===== src/rtl/sdram_arbiter.sv =====
// Round-robin arbiter sharing one single-access SDRAM request/response bus among NPORT
// requesters; one transaction in flight, read responses routed back to the issuing port.
module sdram_arbiter #(
  parameter int unsigned NPORT    = 2,
  parameter int unsigned AVS_DW   = 16,
  parameter int unsigned AVS_AW   = 25,
  parameter int unsigned AVS_BYTE = AVS_DW / 8
) (
  input  logic                      clk,
  input  logic                      reset_n,
  input  logic [NPORT-1:0]          port_req_valid,
  input  logic [NPORT-1:0]          port_req_write,
  input  logic [NPORT*AVS_AW-1:0]   port_req_address,
  input  logic [NPORT*AVS_DW-1:0]   port_req_writedata,
  input  logic [NPORT*AVS_BYTE-1:0] port_req_byteenable,
  output logic [NPORT-1:0]          port_req_ready,
  output logic [NPORT-1:0]          port_resp_valid,
  output logic [AVS_DW-1:0]         port_resp_readdata,
  output logic                      bus_req_valid,
  output logic                      bus_req_write,
  output logic [AVS_AW-1:0]         bus_req_address,
  output logic [AVS_DW-1:0]         bus_req_writedata,
  output logic [AVS_BYTE-1:0]       bus_req_byteenable,
  input  logic                      bus_req_ready,
  input  logic                      bus_resp_valid,
  input  logic [AVS_DW-1:0]         bus_resp_readdata
);

  localparam int unsigned GW = (NPORT > 1) ? $clog2(NPORT) : 1;

  typedef enum logic [1:0] {StIdle, StIssue, StResp} state_e;

  state_e        state_q, state_d;
  logic [GW-1:0] grant_q, grant_d;
  logic [GW-1:0] last_q, last_d;
  logic [GW-1:0] winner;
  logic          found;

  logic [GW-1:0]       cand     [NPORT];
  logic [AVS_AW-1:0]   addr_arr [NPORT];
  logic [AVS_DW-1:0]   data_arr [NPORT];
  logic [AVS_BYTE-1:0] be_arr   [NPORT];

  for (genvar i = 0; i < NPORT; i++) begin : g_unpack
    assign addr_arr[i] = port_req_address[i*AVS_AW +: AVS_AW];
    assign data_arr[i] = port_req_writedata[i*AVS_DW +: AVS_DW];
    assign be_arr[i]   = port_req_byteenable[i*AVS_BYTE +: AVS_BYTE];
  end

  // Candidate k is the port k+1 places after the last one served, so priority rotates.
  always_comb begin
    for (int unsigned k = 0; k < NPORT; k++) begin
      cand[k] = GW'((32'(last_q) + k + 32'd1) % NPORT);
    end
  end

  always_comb begin
    found  = 1'b0;
    winner = '0;
    for (int unsigned k = 0; k < NPORT; k++) begin
      if (!found && port_req_valid[cand[k]]) begin
        found  = 1'b1;
        winner = cand[k];
      end
    end
  end

  always_comb begin
    state_d            = state_q;
    grant_d            = grant_q;
    last_d             = last_q;
    bus_req_valid      = 1'b0;
    bus_req_write      = 1'b0;
    bus_req_address    = '0;
    bus_req_writedata  = '0;
    bus_req_byteenable = '0;
    port_req_ready     = '0;
    port_resp_valid    = '0;
    port_resp_readdata = bus_resp_readdata;

    unique case (state_q)
      StIdle: begin
        if (found) begin
          grant_d = winner;
          state_d = StIssue;
        end
      end
      StIssue: begin
        bus_req_valid           = port_req_valid[grant_q];
        bus_req_write           = port_req_write[grant_q];
        bus_req_address         = addr_arr[grant_q];
        bus_req_writedata       = data_arr[grant_q];
        bus_req_byteenable      = be_arr[grant_q];
        port_req_ready[grant_q] = bus_req_ready;
        if (!port_req_valid[grant_q]) begin
          // Requester withdrew before acceptance: priority pointer stays put.
          state_d = StIdle;
        end else if (bus_req_ready) begin
          last_d  = grant_q;
          state_d = port_req_write[grant_q] ? StIdle : StResp;
        end
      end
      StResp: begin
        port_resp_valid[grant_q] = bus_resp_valid;
        if (bus_resp_valid) begin
          state_d = StIdle;
        end
      end
      default: state_d = StIdle;
    endcase
  end

  always_ff @(posedge clk) begin
    if (!reset_n) begin
      state_q <= StIdle;
      grant_q <= '0;
      last_q  <= GW'(NPORT - 1);
    end else begin
      state_q <= state_d;
      grant_q <= grant_d;
      last_q  <= last_d;
    end
  end

endmodule

===== config.mk =====
export PLATFORM = sky130hd
export DESIGN_NAME = sdram_arbiter
export DESIGN_NICKNAME = d
export VERILOG_FILES = /design/src/rtl/sdram_arbiter.sv
export SDC_FILE = /design/constraint.sdc
export NUM_CORES = 1
export LEC_CHECK = 0
export CORE_AREA = 3 3 81 75
export CTS_CLUSTER_DIAMETER = 120
export DETAILED_ROUTE_END_ITERATION = 8
export DIE_AREA = 0 0 84 78
export PLACE_DENSITY = 0.85
export SLEW_MARGIN = 20
export SYNTH_ARGS = -nofsm -noshare
export SYNTH_HDL_FRONTEND = slang
export SYNTH_SLANG_ARGS = --single-unit

===== constraint.sdc =====
create_clock -name clk -period 1.2 [get_ports clk]
set_input_delay 0.24 -clock clk [delete_from_list [all_inputs] [get_ports clk]]
set_output_delay 0.24 -clock clk [all_outputs]
set_load 0.02 [all_outputs]

==> metrics.yaml, run 1 <==
ys_seq_area_share_pct: 7.67
crit_arrival_ns: 1.42
synth_warnings: 0
clk_latency_ns: 0.22
crit_path_cell_trace: "buf_12, buf_12, mux2i_1, nor2_2, buf_6"
cts_buffers: 3
violations: "negative setup slack"
maxSlewHeadroom_pct: 81.1
cp_data_required_time_ns: 0.96
fin_skew_ns: 0.00510
drcViolationCount: 0
power.static_leakage_nw: 1.36
grt_pass1_wl_mm: 9.00
layout_common_cells: "clkdlybuf4s50_1 (92), buf_6 (50), mux2i_4 (30)"
max_cap_violations: 0
core_area_mm2: 0.00529
worstPathMaxFanout: 7
crit_type: "flip-flop to primary output"
vias: 1662
clock_path_buffers: 2
syn_to_final_growth_pct: 254
holdWs_ns: 0.398
antenna_found_initial: 0
avgSynthCellArea_um2: 7.25
timing.fmax_mhz: 602
syn_area_mm2: 0.00104
path_clk_slew_ns: 0.03
hold_viol: 0
p_per_area_mw_per_mm2: 627
ir_drop_mv: 0.618
synth_cell_types: 23
grtUsageTotal_pct: 17.1
rows: 25
yosys_register_bits: 4
cp-start-kind: "flip-flop"
routabilityCongestion: 0.852
report.final.setup_viol: 52
numClockSinks: 4
diodes: 0
grt_pass1_vias: 1806
status: "finished, violations left"
hp-class: "input pin to flip-flop"
viasPerCell: 4.47
worst_slack_ns: -0.460
drtPass1Iterations: 4
grt_overflow: 0
cp_slowest_stage_delay_ns: 0.46
rsz0062_at_grt: "true"
htreeDepth: 1
finalWorstPathRequiredPeriod_ns: 1.66
endpoint_kind: "primary output"
post_drt_wl_per_cell_um: 15.4
root_buffer: "clkbuf_8"
detail-route-antenna-nets: 0
hpwl_mm: 4.49
drt_iter0_drc: 28
port_buffers: 142
critical_path.top_delay_family: "flip-flops"
critical-path-slowest-cell: "dfxtp_4"
synth_nets: 254
die_h_um: 78
final_common_cell: "clkdlybuf4s50_1"
die_w_um: 84
cts_tree: "built"
ios: 175
report.final.slew_viol_count: 0
grt_start_max_net_pins: 21
path_common_cell: "buf_12"
fin_crit_sh_pct: 138
die_area_mm2: 0.00655
layout-drive-gt1-share_pct: 60.3
setup_tns_ns: -18.86
fin_nets: 416
critPathBufInv: 3
initial_core_util_pct: 19.7
cts_hold_buf: 0
syn_inst: 144
tightest_slew_ns: 0.280
finalPower_mw: 2.32
wl_mm: 5.73
==> tightest hold or removal path: cells and delay by family <==
kind,cells,cell delay (ns)
buffers and inverters,1,0.16
AOI/OAI and AO/OA,1,0.12
and+or+nand+nor,1,0.07
==> metrics by stage <==
step / utilization [%] / setup slack, ns / instance area (um2) / cells
2_1_floorplan: - / -0.0961 / 1620 / 144
3_3_place_gp: 59.2 / -0.679 / 3130 / 350
3_5_place_dp: 59.2 / -0.689 / 3130 / 350
4_1_cts: 68.0 / -0.481 / 3590 / 367
5_1_grt: 70.0 / -0.520 / 3700 / 372
6_report: 70.0 / -0.460 / 3700 / 372
==> path summary, 6_finish.rpt <==
check	startpoint	to	slack (ns)	depth (start not counted)
setup / recovery	grant_q$_SDFFE_PN0P_	bus_req_address[12]	-0.46	5
hold / removal	bus_req_ready	last_q$_SDFFE_PN1P_	0.40	3
setup reg to reg	grant_q$_SDFFE_PN0P_	state_q[1]$_SDFFE_PN0P_	-0.21	5
hold reg to reg	last_q$_SDFFE_PN1P_	last_q$_SDFFE_PN1P_	0.48	1
==> cell usage after synthesis <==
| library cell | instances | area (um2) |
|---|---|---|
| clkbuf_1 | 2 | 7.51 |
| and2_4 | 1 | 8.76 |
| a32oi_1 | 1 | 8.76 |
| dfxtp_1 | 4 | 80.1 |
| a21oi_1 | 1 | 5.00 |
| o41ai_1 | 1 | 8.76 |
| buf_2 | 4 | 20.0 |
| nand2b_1 | 1 | 6.26 |
| and3_1 | 2 | 12.5 |
| mux2_4 | 1 | 15.0 |
| nor2b_1 | 2 | 12.5 |
| nand3_1 | 2 | 10.0 |
| inv_1 | 3 | 11.3 |
| mux2i_1 | 44 | 440 |
| a221o_1 | 1 | 10.0 |
| a31oi_1 | 1 | 6.26 |
| buf_6 | 3 | 33.8 |
| nand2_1 | 2 | 7.51 |
| a21bo_1 | 1 | 10.0 |
| nor3_1 | 1 | 5.00 |
| buf_4 | 18 | 135 |
| a211oi_2 | 1 | 12.5 |
| nor2_1 | 47 | 176 |
==> cell type report <==
| type | count | area, um2 |
|---|---|---|
| timing repair buffer | 184 | 2030 |
| fill | 377 | 1590 |
| multi-input combinational | 110 | 1440 |
| sequential | 4 | 88.8 |
| tap | 67 | 83.8 |
| clock buffer | 4 | 45.0 |
| inverter | 3 | 11.3 |
==> where the power goes <==
group	total, mW	switching [mW]	internal [mW]
Clock	0.302	0.0745	0.227
Sequential	0.167	0.0226	0.144
Combinational	1.85	0.760	1.09
Total	2.32	0.857	1.46
==> state kept, by name, indices dropped and copies added (netlist names) <==
name and count:
state_q 2, last_q 1, grant_q 1
==> cells by family (layout without fill, tap and decap cells) <==
| family | after synthesis | in the layout | synth area share (%) |
|---|---|---|---|
| buffers and inverters | 30 | 191 | 19.9 |
| flip-flops | 4 | 4 | 7.67 |
| AND/OR/NAND/NOR | 58 | 58 | 22.9 |
| multiplexers | 45 | 45 | 43.6 |
| AO/OA/AOI/OAI | 7 | 7 | 5.88 |
==> timing repair <==
item                                    CTS  global route
cloned                                    2             0
pin swaps                                 9            11
buffers inserted                         11             7
resized for setup                       318            19
endpoints found under the setup margin   52            52
hold endpoints to repair                  0             0
==> per-layer routing <==
layer	vias up	share of wire [%]	wire (um)	track usage, %
li1	801	-	-	-
met1	754	34	1960	17.5
met2	85	57	3240	34.7
met3	22	6.4	368	2.76
met4	0	2.8	159	5.47
met5	-	0	0	0
No activity file was read; power rests on OpenSTA's default activity.
==> run 2: changes to the inputs <==
--- a/config.mk
+++ b/config.mk
@@ -5,10 +5,10 @@
 export SDC_FILE = /design/constraint.sdc
 export NUM_CORES = 1
 export LEC_CHECK = 0
-export CORE_AREA = 3 3 81 75
+export CORE_AREA = 8 8 86 80
 export CTS_CLUSTER_DIAMETER = 120
 export DETAILED_ROUTE_END_ITERATION = 8
-export DIE_AREA = 0 0 84 78
+export DIE_AREA = 0 0 94 88
 export PLACE_DENSITY = 0.85
 export SLEW_MARGIN = 20
 export SYNTH_ARGS = -nofsm -noshare
==> metrics.yaml, run 2 (same netlist as run 1, synthesis figures left out) <==
tightest_slew_ns: 0.284
antenna_found_initial: 0
hpwl_mm: 5.05
grtUsageTotal_pct: 15.5
root_buffer: "clkbuf_8"
power.static_leakage_nw: 1.34
critical-path-slowest-cell: "dfxtp_4"
drcViolationCount: 0
critical_path.top_delay_family: "flip-flops"
grt_start_max_net_pins: 16
violations: "negative setup slack"
largest_register_ffs: 2
n_fill_cell: 411
holdWs_ns: 0.480
drtPass1Iterations: 4
fin_skew_ns: 0.00959
report.final.slew_viol_count: 0
ios: 175
layout_common_cells: "clkdlybuf4s50_1 (93), buf_6 (49), mux2i_4 (32)"
layout-drive-gt1-share_pct: 59.9
diodes: 0
htreeDepth: 1
largest_register: "state_q"
final_util_pct: 67.1
grt_overflow: 0
crit_path_cell_trace: "buf_6, mux2_4, and2_4, buf_6"
crit_type: "flip-flop to primary output"
finalPower_mw: 2.32
port_buffers: 142
hold_viol: 0
die_h_um: 88
initial_core_util_pct: 19.1
die_w_um: 94
drt_iter0_drc: 13
core_area_mm2: 0.00547
path_clk_slew_ns: 0.04
detail-route-antenna-nets: 0
cp_slowest_stage_delay_ns: 0.43
maxSlewHeadroom_pct: 80.8
grt_pass1_wl_mm: 9.99
hp-class: "input pin to primary output"
rows: 26
critPathBufInv: 2
fin_nets: 415
p_per_area_mw_per_mm2: 632
worstPathMaxFanout: 8
status: "finished, violations left"
endpoint_kind: "primary output"
rsz0062_at_grt: "true"
top_regs: "state_q (2), grant_q (1), last_q (1)"
max_cap_violations: 0
ir_drop_mv: 0.494
viasPerCell: 4.46
setup_tns_ns: -17.67
numClockSinks: 4
wl_mm: 6.66
cts_buffers: 3
report.final.setup_viol: 52
post_drt_wl_per_cell_um: 17.8
cp-start-kind: "flip-flop"
clk_latency_ns: 0.22
clock_path_buffers: 2
path_common_cell: "buf_6"
cp_data_required_time_ns: 0.96
finalWorstPathRequiredPeriod_ns: 1.62
worst_slack_ns: -0.421
routabilityCongestion: 0.761
place_area_mm2: 0.00309
fin_crit_sh_pct: 135
timing.fmax_mhz: 617
cts_tree: "built"
fin_area_mm2: 0.00367
die_area_mm2: 0.00827
grt_pass1_vias: 1847
syn_to_final_growth_pct: 252
vias: 1669
crit_arrival_ns: 1.38
final_common_cell: "clkdlybuf4s50_1"
[run 2: changes by cell type in the layout (fill, tap and decap cells not counted), sizes merged]
cell / previous run / this run
buf: 91 / 89
clkbuf: 4 / 5
dlymetal6s2s: 1 / 0
clkdlybuf4s50: 92 / 93
[run 2: routing by layer]
metal	up-vias	track usage [%]	part of all wire (%)
li1	796	-	-
met1	765	14.8	33
met2	92	30.6	56
met3	16	4.71	8.6
met4	0	4.89	2.3
met5	-	0	0
[run 2: path summary, 6_finish.rpt]
kind | startpoint | endpoint | slack [ns] | cells after the start
hold / removal | bus_resp_readdata[12] | port_resp_readdata[12] | 0.48 | 0
hold reg to reg | last_q$_SDFFE_PN1P_ | last_q$_SDFFE_PN1P_ | 0.50 | 1
setup / recovery | grant_q$_SDFFE_PN0P_ | bus_req_valid | -0.42 | 4
setup reg to reg | grant_q$_SDFFE_PN0P_ | state_q[1]$_SDFFE_PN0P_ | -0.30 | 5
[run 2: layout make-up]
class	instances	area [um2]	area share, %
multi-input combinational	110	1460	39.8
tap	70	87.6	2.39
clock buffer	4	45.0	1.23
sequential	4	88.8	2.42
inverter	3	11.3	0.307
timing repair buffer	183	1980	53.9
[run 2: repair_timing]
action                     in CTS  in global routing
pin swaps                       6                  6
buffers inserted               15                  5
resized for setup             315                 21
cloned                          3                  1
setup endpoints to repair      52                 52
hold buffers                    0                  0
[run 2: power by group]
part	total, mW	leakage, nW	internal [mW]	switching [mW]
clock	0.307	0.0228	0.228	0.0790
combinational	1.85	1.28	1.07	0.781
sequential	0.163	0.0346	0.144	0.0187
[run 2: metrics by stage]
stage	setup slack [ns]	cells
floorplan	-0.0961	144
global placement	-0.677	349
detailed placement	-0.689	349
CTS	-0.436	371
global route	-0.460	374
finish	-0.421	374
==> run 3: changes to the inputs <==
--- a/config.mk
+++ b/config.mk
@@ -5,11 +5,12 @@
 export SDC_FILE = /design/constraint.sdc
 export NUM_CORES = 1
 export LEC_CHECK = 0
-export CORE_AREA = 8 8 86 80
+export ABC_AREA = 1
+export CORE_AREA = 8 8 87 81
 export CTS_CLUSTER_DIAMETER = 120
 export DETAILED_ROUTE_END_ITERATION = 8
-export DIE_AREA = 0 0 94 88
-export PLACE_DENSITY = 0.85
+export DIE_AREA = 0 0 95 89
+export PLACE_DENSITY = 0.84
 export SLEW_MARGIN = 20
 export SYNTH_ARGS = -nofsm -noshare
 export SYNTH_HDL_FRONTEND = slang
==> metrics.yaml, run 3 <==
status: "finished, violations left"
violations: "negative setup slack"
initial_core_util_pct: 19.4
cts_hold_buf: 0
tightest_slew_ns: 0.208
post_drt_wl_per_cell_um: 17.0
max_cap_violations: 0
largest_register: "state_q"
crit_path_cell_trace: "inv_8, clkbuf_16, nand2_1, nand2_2, nor2_4, buf_6"
report.final.slew_viol_count: 0
synth-xor-area-share_pct: 0
timing.fmax_mhz: 663
synth_nets: 326
grt_use_met1_pct: 15.8
largest_register_ffs: 2
report.final.setup_viol: 52
grtUsageTotal_pct: 15.4
die_w_um: 95
synthMuxAreaShare_pct: 0
layout-drive-gt1-share_pct: 42.8
power.static_leakage_nw: 1.37
synth-simple-area-share_pct: 45.7
place_area_mm2: 0.00298
dpl.cell_count: 411
cp-start-kind: "flip-flop"
rsz0062_at_grt: "true"
maxSlewHeadroom_pct: 86.1
async_reset_ff_share_pct: 0
grt_pass1_wl_mm: 10.4
use_met3_pct: 2.60
yosys.area.top_type_share_pct: 36.9
n_fill_cell: 499
wl_mm: 7.21
htreeDepth: 1
synth-edff-count: 0
avgSynthCellArea_um2: 4.99
critical-path-slowest-cell: "dfxtp_4"
diodes: 0
ios: 175
viasPerCell: 4.56
synth_top_family_by_area: "simple AND/OR/NAND/NOR gates"
clk_latency_ns: 0.22
top_regs: "state_q (2), grant_q (1), last_q (1)"
endpoint_kind: "primary output"
cts_tree: "built"
antenna_found_initial: 0
cts_buffers: 3
grt_overflow: 0
ys_seq_area_share_pct: 7.42
crit_arrival_ns: 1.27
cp_data_required_time_ns: 0.96
synthAdderAreaFrac_pct: 0
path_clk_slew_ns: 0.03
fin_nets: 465
layout_common_cells: "clkdlybuf4s50_1 (93), nand2_1 (84), a21oi_4 (39)"
grt-busiest-layer: "met2"
synth_cell_types: 14
worst_slack_ns: -0.309
routabilityCongestion: 0.861
die_area_mm2: 0.00846
synthFlopType: "dfxtp_1"
synth-compound-area-share_pct: 20.9
rows: 26
syn_area_mm2: 0.00108
synth_warnings: 0
die_h_um: 89
yosys.area.top_type: "nand2_1"
syn_inst: 216
yosys_register_bits: 4
port_buffers: 142
synth.most_common_cell: "nand2_1"
fin_crit_sh_pct: 126
grt_start_max_net_pins: 26
grt_pass1_vias: 2122
ir_drop_mv: 0.584
hpwl_mm: 5.35
holdWs_ns: 0.480
drcViolationCount: 0
synth_commonest_cells: "nand2_1 (106), a21oi_1 (45), buf_4 (18)"
core_area_mm2: 0.00556
root_buffer: "clkbuf_8"
fin_skew_ns: 0.00130
vias: 1930
use_met2_pct: 31.2
worstPathMaxFanout: 5
syn_to_final_growth_pct: 211
layout.cells.non_filler: 423
drtPass1Iterations: 4
final-seq-area_um2: 88.8
synthTopCellsByArea: "nand2_1 (37%), a21oi_1 (21%), buf_4 (13%)"
r2r_slack_ns: -0.22
final_common_cell: "clkdlybuf4s50_1"
fin_area_mm2: 0.00335
hold_viol: 0
cp_slowest_stage_delay_ns: 0.44
numClockSinks: 4
finalWorstPathRequiredPeriod_ns: 1.51
setup_tns_ns: -13.28
drt_iter0_drc: 28
pre_cts_ws_ns: -0.711
detail-route-antenna-nets: 0
multiInputGateArea_mm2: 0.00127
hp-class: "input pin to primary output"
p_per_area_mw_per_mm2: 620
clock_path_buffers: 2
crit_type: "flip-flop to primary output"
-- run 3: layout make-up --
type                       instances  share of cell area, %
sequential                         4                   2.65
tap                               70                   2.61
inverter                          13                   1.76
timing repair buffer             165                   53.7
clock buffer                       3                   1.23
multi-input combinational        168                   38.0
-- run 3: worst max-delay path: cells and delay by family, from the launching register on --
family	cells	cell delay, ns
buffers and inverters	3	0.37
flip-flops	1	0.44
AND/OR/NAND/NOR	3	0.24
-- run 3: cells by family (layout without fill, tap and decap cells) --
group,after synthesis,count (layout)
simple gates,123,123
buf+inv,44,181
flops,4,4
compound gates,45,45
-- run 3: routing by layer --
layer	wire length, um	vias up
li1	-	941
met1	2720	888
met2	3910	91
met3	504	10
met4	84	0
met5	0	-
-- run 3: through the flow --
step | util [%] | total power, mW
floorplan | - | 1.01
global placement | 53.6 | 1.52
detailed placement | 53.6 | 1.55
CTS | 59.0 | 2.04
global route | 60.2 | 2.18
finish | 60.2 | 2.08
-- run 3: power by group --
part	total (mW)	switching, mW	internal, mW
clock	0.302	0.0863	0.215
sequential	0.165	0.0216	0.144
combinational	1.61	0.765	0.845
-- run 3: final timing paths --
| path | startpoint | to | cells after the start |
|---|---|---|---|
| min reg2reg | last_q$_SDFFE_PN1P_ | last_q$_SDFFE_PN1P_ | 2 |
| max | grant_q$_SDFFE_PN0P_ | bus_req_valid | 6 |
| max reg2reg | grant_q$_SDFFE_PN0P_ | state_q[1]$_SDFFE_PN0P_ | 10 |
| min | bus_resp_readdata[2] | port_resp_readdata[2] | 0 |
-- run 3: what timing repair did --
item                                    in CTS  in global routing
resized for setup                          305                 19
buffers inserted                             3                  0
hold endpoints to repair                     0                  0
gates cloned                                 5                  3
pin swaps                                    3                  4
endpoints found under the setup margin      52                 53
==> variant 1, RTL diff (config.mk and constraints of run 3) <==
Re-encode `state_e` (3 states) as one-hot, 3 bits wide.
--- a/src/rtl/sdram_arbiter.sv
+++ b/src/rtl/sdram_arbiter.sv
@@ -30,3 +30,3 @@
 
-  typedef enum logic [1:0] {StIdle, StIssue, StResp} state_e;
+  typedef enum logic [2:0] {StIdle = 3'b001, StIssue = 3'b010, StResp = 3'b100} state_e;
 
Formal check against the unedited RTL: same outputs for any inputs over 10 cycles, from zero or initial values and one cycle with reset_n low; not proved beyond that.
==> variant 1 against run 3 <==
- the run still ends with setup timing left
- final cell count grew 5.0%
- worst setup slack lost 0.079 ns
- global-route usage grew 1.4 points
- total power grew 14%
- synthesized cell count grew 2.8%
- routed wire length grew 4.4%
- design area grew 8.7%
- sequential cell count grew 1
- utilization grew 5.2 points
- register-to-register slack gained 0.07 ns
- area after synthesis grew 0.93%
- critical path type unchanged
- largest cell class unchanged
- largest power group unchanged
- highest routed layer unchanged
==> variant 1: results (changes against run 3) <==
The run finished, with violations left. Violations in the final reports: setup timing (unchanged). The run gives 2,200 (was 2,122) as the via count of the first global-routing pass.

Ranking of synthesized cells by instance count: nand2_1 (102), a21oi_1 (47), buf_4 (19), inv_1 (11), nor2_1 (11) (was nand2_1 (106), a21oi_1 (45), buf_4 (18), inv_1 (12), buf_2 (8)). The critical path startpoint was state_q[2]$_SDFFE_PN0P_ (was grant_q$_SDFFE_PN0P_). The half-perimeter wire length of the detailed placement result is 5684 um (was 5346 um). The worst hold-check path type is in -> out (unchanged). The buffer type at the clock tree root is clkbuf_8 (unchanged).

Met2 global-route usage: 32.39% (was 31.19%). The start of the worst register-to-register path is state_q[0]$_SDFFE_PN1P_ (was grant_q$_SDFFE_PN0P_). The fraction of met3 tracks used by global routing was 4.870% (was 2.603%). The final setup violation count was 53 (was 52); the worst supply voltage drop on vdd was 0.5049 mV (was 0.5838 mV).

The number of port buffers works out to 142 (unchanged). Final layout net count: 485 (was 465). Clock tree buffer depth: 2 (unchanged). The switching power total is 0.001003 W (was 0.0008727 W), and the detail-routed net length per standard cell is 16.96 um (was 17.05 um). The number of distinct library cell variants in the gate-level netlist after synthesis is 18 (was 14). The final estimated routing congestion in global placement was 0.8840 (was 0.8611). For the worst path arrival time, the log shows 1.35 ns (was 1.27 ns).

The run gives 1.449 nW (was 1.372 nW) as the static power due to leakage. Maximum number of pins on one net before global-route repair: 20 (was 26). The fill cell instance count of the final layout is 438 (was 499). The start point of the worst hold path was bus_resp_readdata[10] (was bus_resp_readdata[2]).

Regs by FF count: state_q (3), grant_q (1), last_q (1) (was state_q (2), grant_q (1), last_q (1)). The worst-path maximum fanout is 7 (was 5), and the worst setup slack after layout is -0.3879 ns (was -0.3089 ns). The switching power as a share of total power works out to 42.52% (was 42.03%). The violation count after the first detailed-route iteration came out at 47 (was 28).

The number of nets produced by synthesis was 332 (was 326); the global router's overall resource usage was 16.80% (was 15.37%). The run gives 77.0% (was 77.5%) as the combinational cell fraction of total power. Synth top area cells: nand2_1 (35%), a21oi_1 (22%), buf_4 (13%), dfxtp_1 (9.2%), inv_1 (3.8%) (was nand2_1 (37%), a21oi_1 (21%), buf_4 (13%), dfxtp_1 (7.4%), buf_6 (5.2%)). The tools report the sequential area share after synthesis as 9.195% (was 7.425%). The logs give 9.4% (was 8.0%) for the proportion of power drawn by flip-flops and latches and 3179 sq um (was 2983 sq um) for the standard cell area after detailed placement. The normalized max-slew margin was 80.68% (was 86.11%); the share of final-layout standard cells stronger than drive strength 1 was 46.79% (was 42.78%). The first-pass GRT wire length was 11,300 um (was 10,350 um); the overall via count from detail_route was 2,010 (was 1,930). The largest clock skew in the final design is 0.001678 ns (was 0.001296 ns).
## variant 1: layout make-up
| class | instances | area [sq um] | share of cell area [%] |
|---|---|---|---|
| clock buffer | 4 | 45.04 | 1.237 |
| inverter | 12 | 55.05 | 1.512 |
| multi-input combinational | 175 | 1394 | 38.28 |
| sequential | 5 | 107.6 | 2.955 |
| tap | 70 | 87.58 | 2.405 |
| timing repair buffer | 178 | 1952 | 53.61 |
## variant 1: logic make-up after synthesis
| kind of cell | share of synthesized area (%) |
|---|---|
| DFF | 9.196 |
| AOI/OAI and AO/OA | 23.22 |
| buffers and inverters | 21.84 |
| and+or+nand+nor | 45.75 |
## variant 1: metrics by stage
step,setup WS (ns),setup TNS [ns],std cells
floorplan,-0.03115,-1.034,222
global placement,-0.6828,-30.33,430
detailed placement,-0.7250,-31.43,430
CTS,-0.4103,-18.08,444
global route,-0.4350,-19.69,444
finish,-0.3879,-16.87,444
## variant 1: metal layers
metal  part of all wire, %  wire length (um)
met5                     0                 0
met4                   3.1               235
met3                    10               751
met2                    53              3984
met1                    34              2560
## variant 1: final timing paths
kind,to,slack [ns],cells after the start
worst max-delay path,bus_req_address[3],-0.39,6
worst min-delay path,port_resp_readdata[10],0.48,0
worst max register to register,state_q[0]$_SDFFE_PN1P_,-0.15,9
worst min register to register,last_q$_SDFFE_PN1P_,0.51,2
## variant 1: critical path: stages, from the launching register on
cell and delay, ns:
dfxtp_2 0.32, inv_2 0.06, nand3_4 0.14, buf_12 0.19, buf_12 0.14, a21oi_4 0.12
buf_6 0.13
## variant 1: what timing repair did
| item | in CTS | in global routing |
|---|---|---|
| resized for setup | 324 | 37 |
| pin swaps | 3 | 9 |
| setup endpoints to repair | 54 | 54 |
| cloned | 4 | 0 |
| setup buffers | 6 | 3 |
==> variant 2, RTL diff (config.mk and constraints of run 3) <==
Without the edit above. Set the parameter `AVS_AW` to 50 (it was 25).
--- a/src/rtl/sdram_arbiter.sv
+++ b/src/rtl/sdram_arbiter.sv
@@ -5,3 +5,3 @@
   parameter int unsigned AVS_DW   = 16,
-  parameter int unsigned AVS_AW   = 25,
+  parameter int unsigned AVS_AW   = 50,
   parameter int unsigned AVS_BYTE = AVS_DW / 8
Ports: changed (resized bus_req_address and port_req_address); port bits go from 175 to 250. The function was not compared with the original's and may differ.
==> variant 2 against run 3 <==
- the run still ends with setup timing left
- area after synthesis is 31% higher
- largest cell class unchanged
- routed wire length increased by 29%
- sequential cell count stayed put
- final cell count is 35% higher
- synthesized cell count is 38% higher
- critical endpoint is now bus_req_address[14]
- worst setup slack better by 0.012 ns
- design area rose by 18%
- total power rose by 11%
==> variant 2: results (changes against run 3) <==
The tools report the clock buffer count from CTS as 3 (unchanged). The worst-path maximum fanout came out at 24 (was 5). Ranking of synthesized cells by instance count: nand2_1 (156), a21oi_1 (70), buf_4 (25), buf_2 (12), inv_1 (12) (was nand2_1 (106), a21oi_1 (45), buf_4 (18), inv_1 (12), buf_2 (8)). The sequential area share after synthesis came out at 5.689% (was 7.425%).

Via count of the first global-routing pass: 2,755 (was 2,122). Synth top area cells: nand2_1 (42%), a21oi_1 (25%), buf_4 (13%), dfxtp_1 (5.7%), buf_2 (4.3%) (was nand2_1 (37%), a21oi_1 (21%), buf_4 (13%), dfxtp_1 (7.4%), buf_6 (5.2%)). The number of distinct library cell variants in the gate-level netlist after synthesis was 13 (was 14). The ratio of routed vias to standard cells works out to 4.632 (was 4.563).

The wire length after detailed routing is 9317 um (was 7212 um), and the clock latency at the later pin of the worst-skew pair is 0.22 ns (about the same). The internal portion of total power was 0.001327 W (was 0.001204 W); the final layout net count was 663 (was 465). The worst supply voltage drop on vdd is 0.4377 mV (was 0.5838 mV). The static power due to leakage came out at 1.722 nW (was 1.372 nW). The logs give 74 (was 52) for the final setup violation count and 0.0002083 ns (was 0.001296 ns) for the largest clock skew in the final design. The run gives 4 (unchanged) as the number of optimization iterations in the first detailed-route pass. The flow ran to the end, but the final reports show violations.

The share of final-layout standard cells stronger than drive strength 1 is 35.73% (was 42.78%). The number of nets produced by synthesis was 458 (was 326). The length in cells of the worst reg-to-reg path is 9 (was 10).

The violation count after the first detailed-route iteration is 46 (was 28), and the half-perimeter wire length of the detailed placement result is 7681 um (was 5346 um). The fill cell instance count of the final layout is 462 (was 499). The tools report the worst setup slack after layout as -0.2967 ns (was -0.3089 ns). The share of the synthesized area in compound gates (AO/OA/AOI/OAI) was 24.89% (was 20.88%).

The first-pass GRT wire length was 13,810 um (was 10,350 um); the number of port buffers was 217 (was 142). The final estimated routing congestion in global placement is 0.8566 (was 0.8611), and the transition time of the tightest slew-check pin is 0.2544 ns (was 0.2075 ns). Violations in the final reports: setup timing (unchanged).
-- variant 2: changes by cell type after synthesis, sizes merged --
cell   delta
nand2    +50
a21oi    +25
buf       +7
-- variant 2: routing by layer --
metal  vias to the layer above  wire length (um)  track usage [%]
met2                       142              4950            39.27
met1                      1161              3207            19.96
met3                         8              1062            7.473
li1                       1334                 -                -
met5                         -                 0                0
met4                         0                96            4.249
-- variant 2: layout make-up --
cell class / instances / share of cell area, %
clock buffers: 3 / 1.045
inverters: 13 / 1.362
multi-input cells: 243 / 33.69
flip-flops and latches: 4 / 2.185
well taps: 70 / 2.217
repair buffers: 238 / 59.50
-- variant 2: worst paths after layout --
path	startpoint	to	slack, ns
setup / recovery	grant_q$_SDFFE_PN0P_	bus_req_address[14]	-0.30
hold / removal	bus_resp_readdata[13]	port_resp_readdata[13]	0.48
setup reg to reg	grant_q$_SDFFE_PN0P_	state_q[1]$_SDFFE_PN0P_	0.01
hold reg to reg	last_q$_SDFFE_PN1P_	last_q$_SDFFE_PN1P_	0.50
-- variant 2: power groups by stage --
| stage | logic (W) | registers (W) | clock network (W) |
|---|---|---|---|
| 5_1_grt | 0.00198 | 0.000160 | 0.000303 |
| 3_3_place_gp | 0.00176 | 0.000155 | 0 |
| 4_1_cts | 0.00179 | 0.000158 | 0.000290 |
| 6_report | 0.00185 | 0.000158 | 0.000287 |
| 2_1_floorplan | 0.000840 | 0.000151 | 0 |
| 3_5_place_dp | 0.00178 | 0.000155 | 0 |
-- variant 2: cell families (layout without fill, tap and decap cells) --
| family | count (synthesis) | count (layout) |
|---|---|---|
| AND/OR/NAND/NOR | 173 | 173 |
| AO/OA/AOI/OAI | 70 | 70 |
| buffers and inverters | 51 | 254 |
| flip-flops | 4 | 4 |
-- variant 2: critical path: stages, from the launching register on --
cell and delay (ns):
dfxtp_4 0.38, inv_6 0.09, buf_12 0.16, nand2_1 0.10, a21oi_4 0.15, buf_4 0.15
-- variant 2: per-stage QoR --
stage | setup TNS, ns | instances | setup slack, ns | instance area (sq um) | utilization, %
finish | -18.11 | 571 | -0.2967 | 3951 | 71.03
detailed placement | -42.66 | 566 | -0.7195 | 3799 | 68.29
global route | -22.38 | 571 | -0.3580 | 3951 | 71.03
floorplan | -4.783 | 298 | -0.1233 | 1563 | -
global placement | -41.70 | 566 | -0.6580 | 3799 | 68.29
CTS | -19.77 | 571 | -0.3096 | 3814 | 68.56
-- variant 2: what timing repair did --
action / CTS / global route
gates resized for setup: 405 / 45
gates cloned: 1 / 0
pin swaps: 1 / 1
buffers inserted: 1 / 1
setup endpoints to repair: 76 / 78
hold buffers: 0 / 0
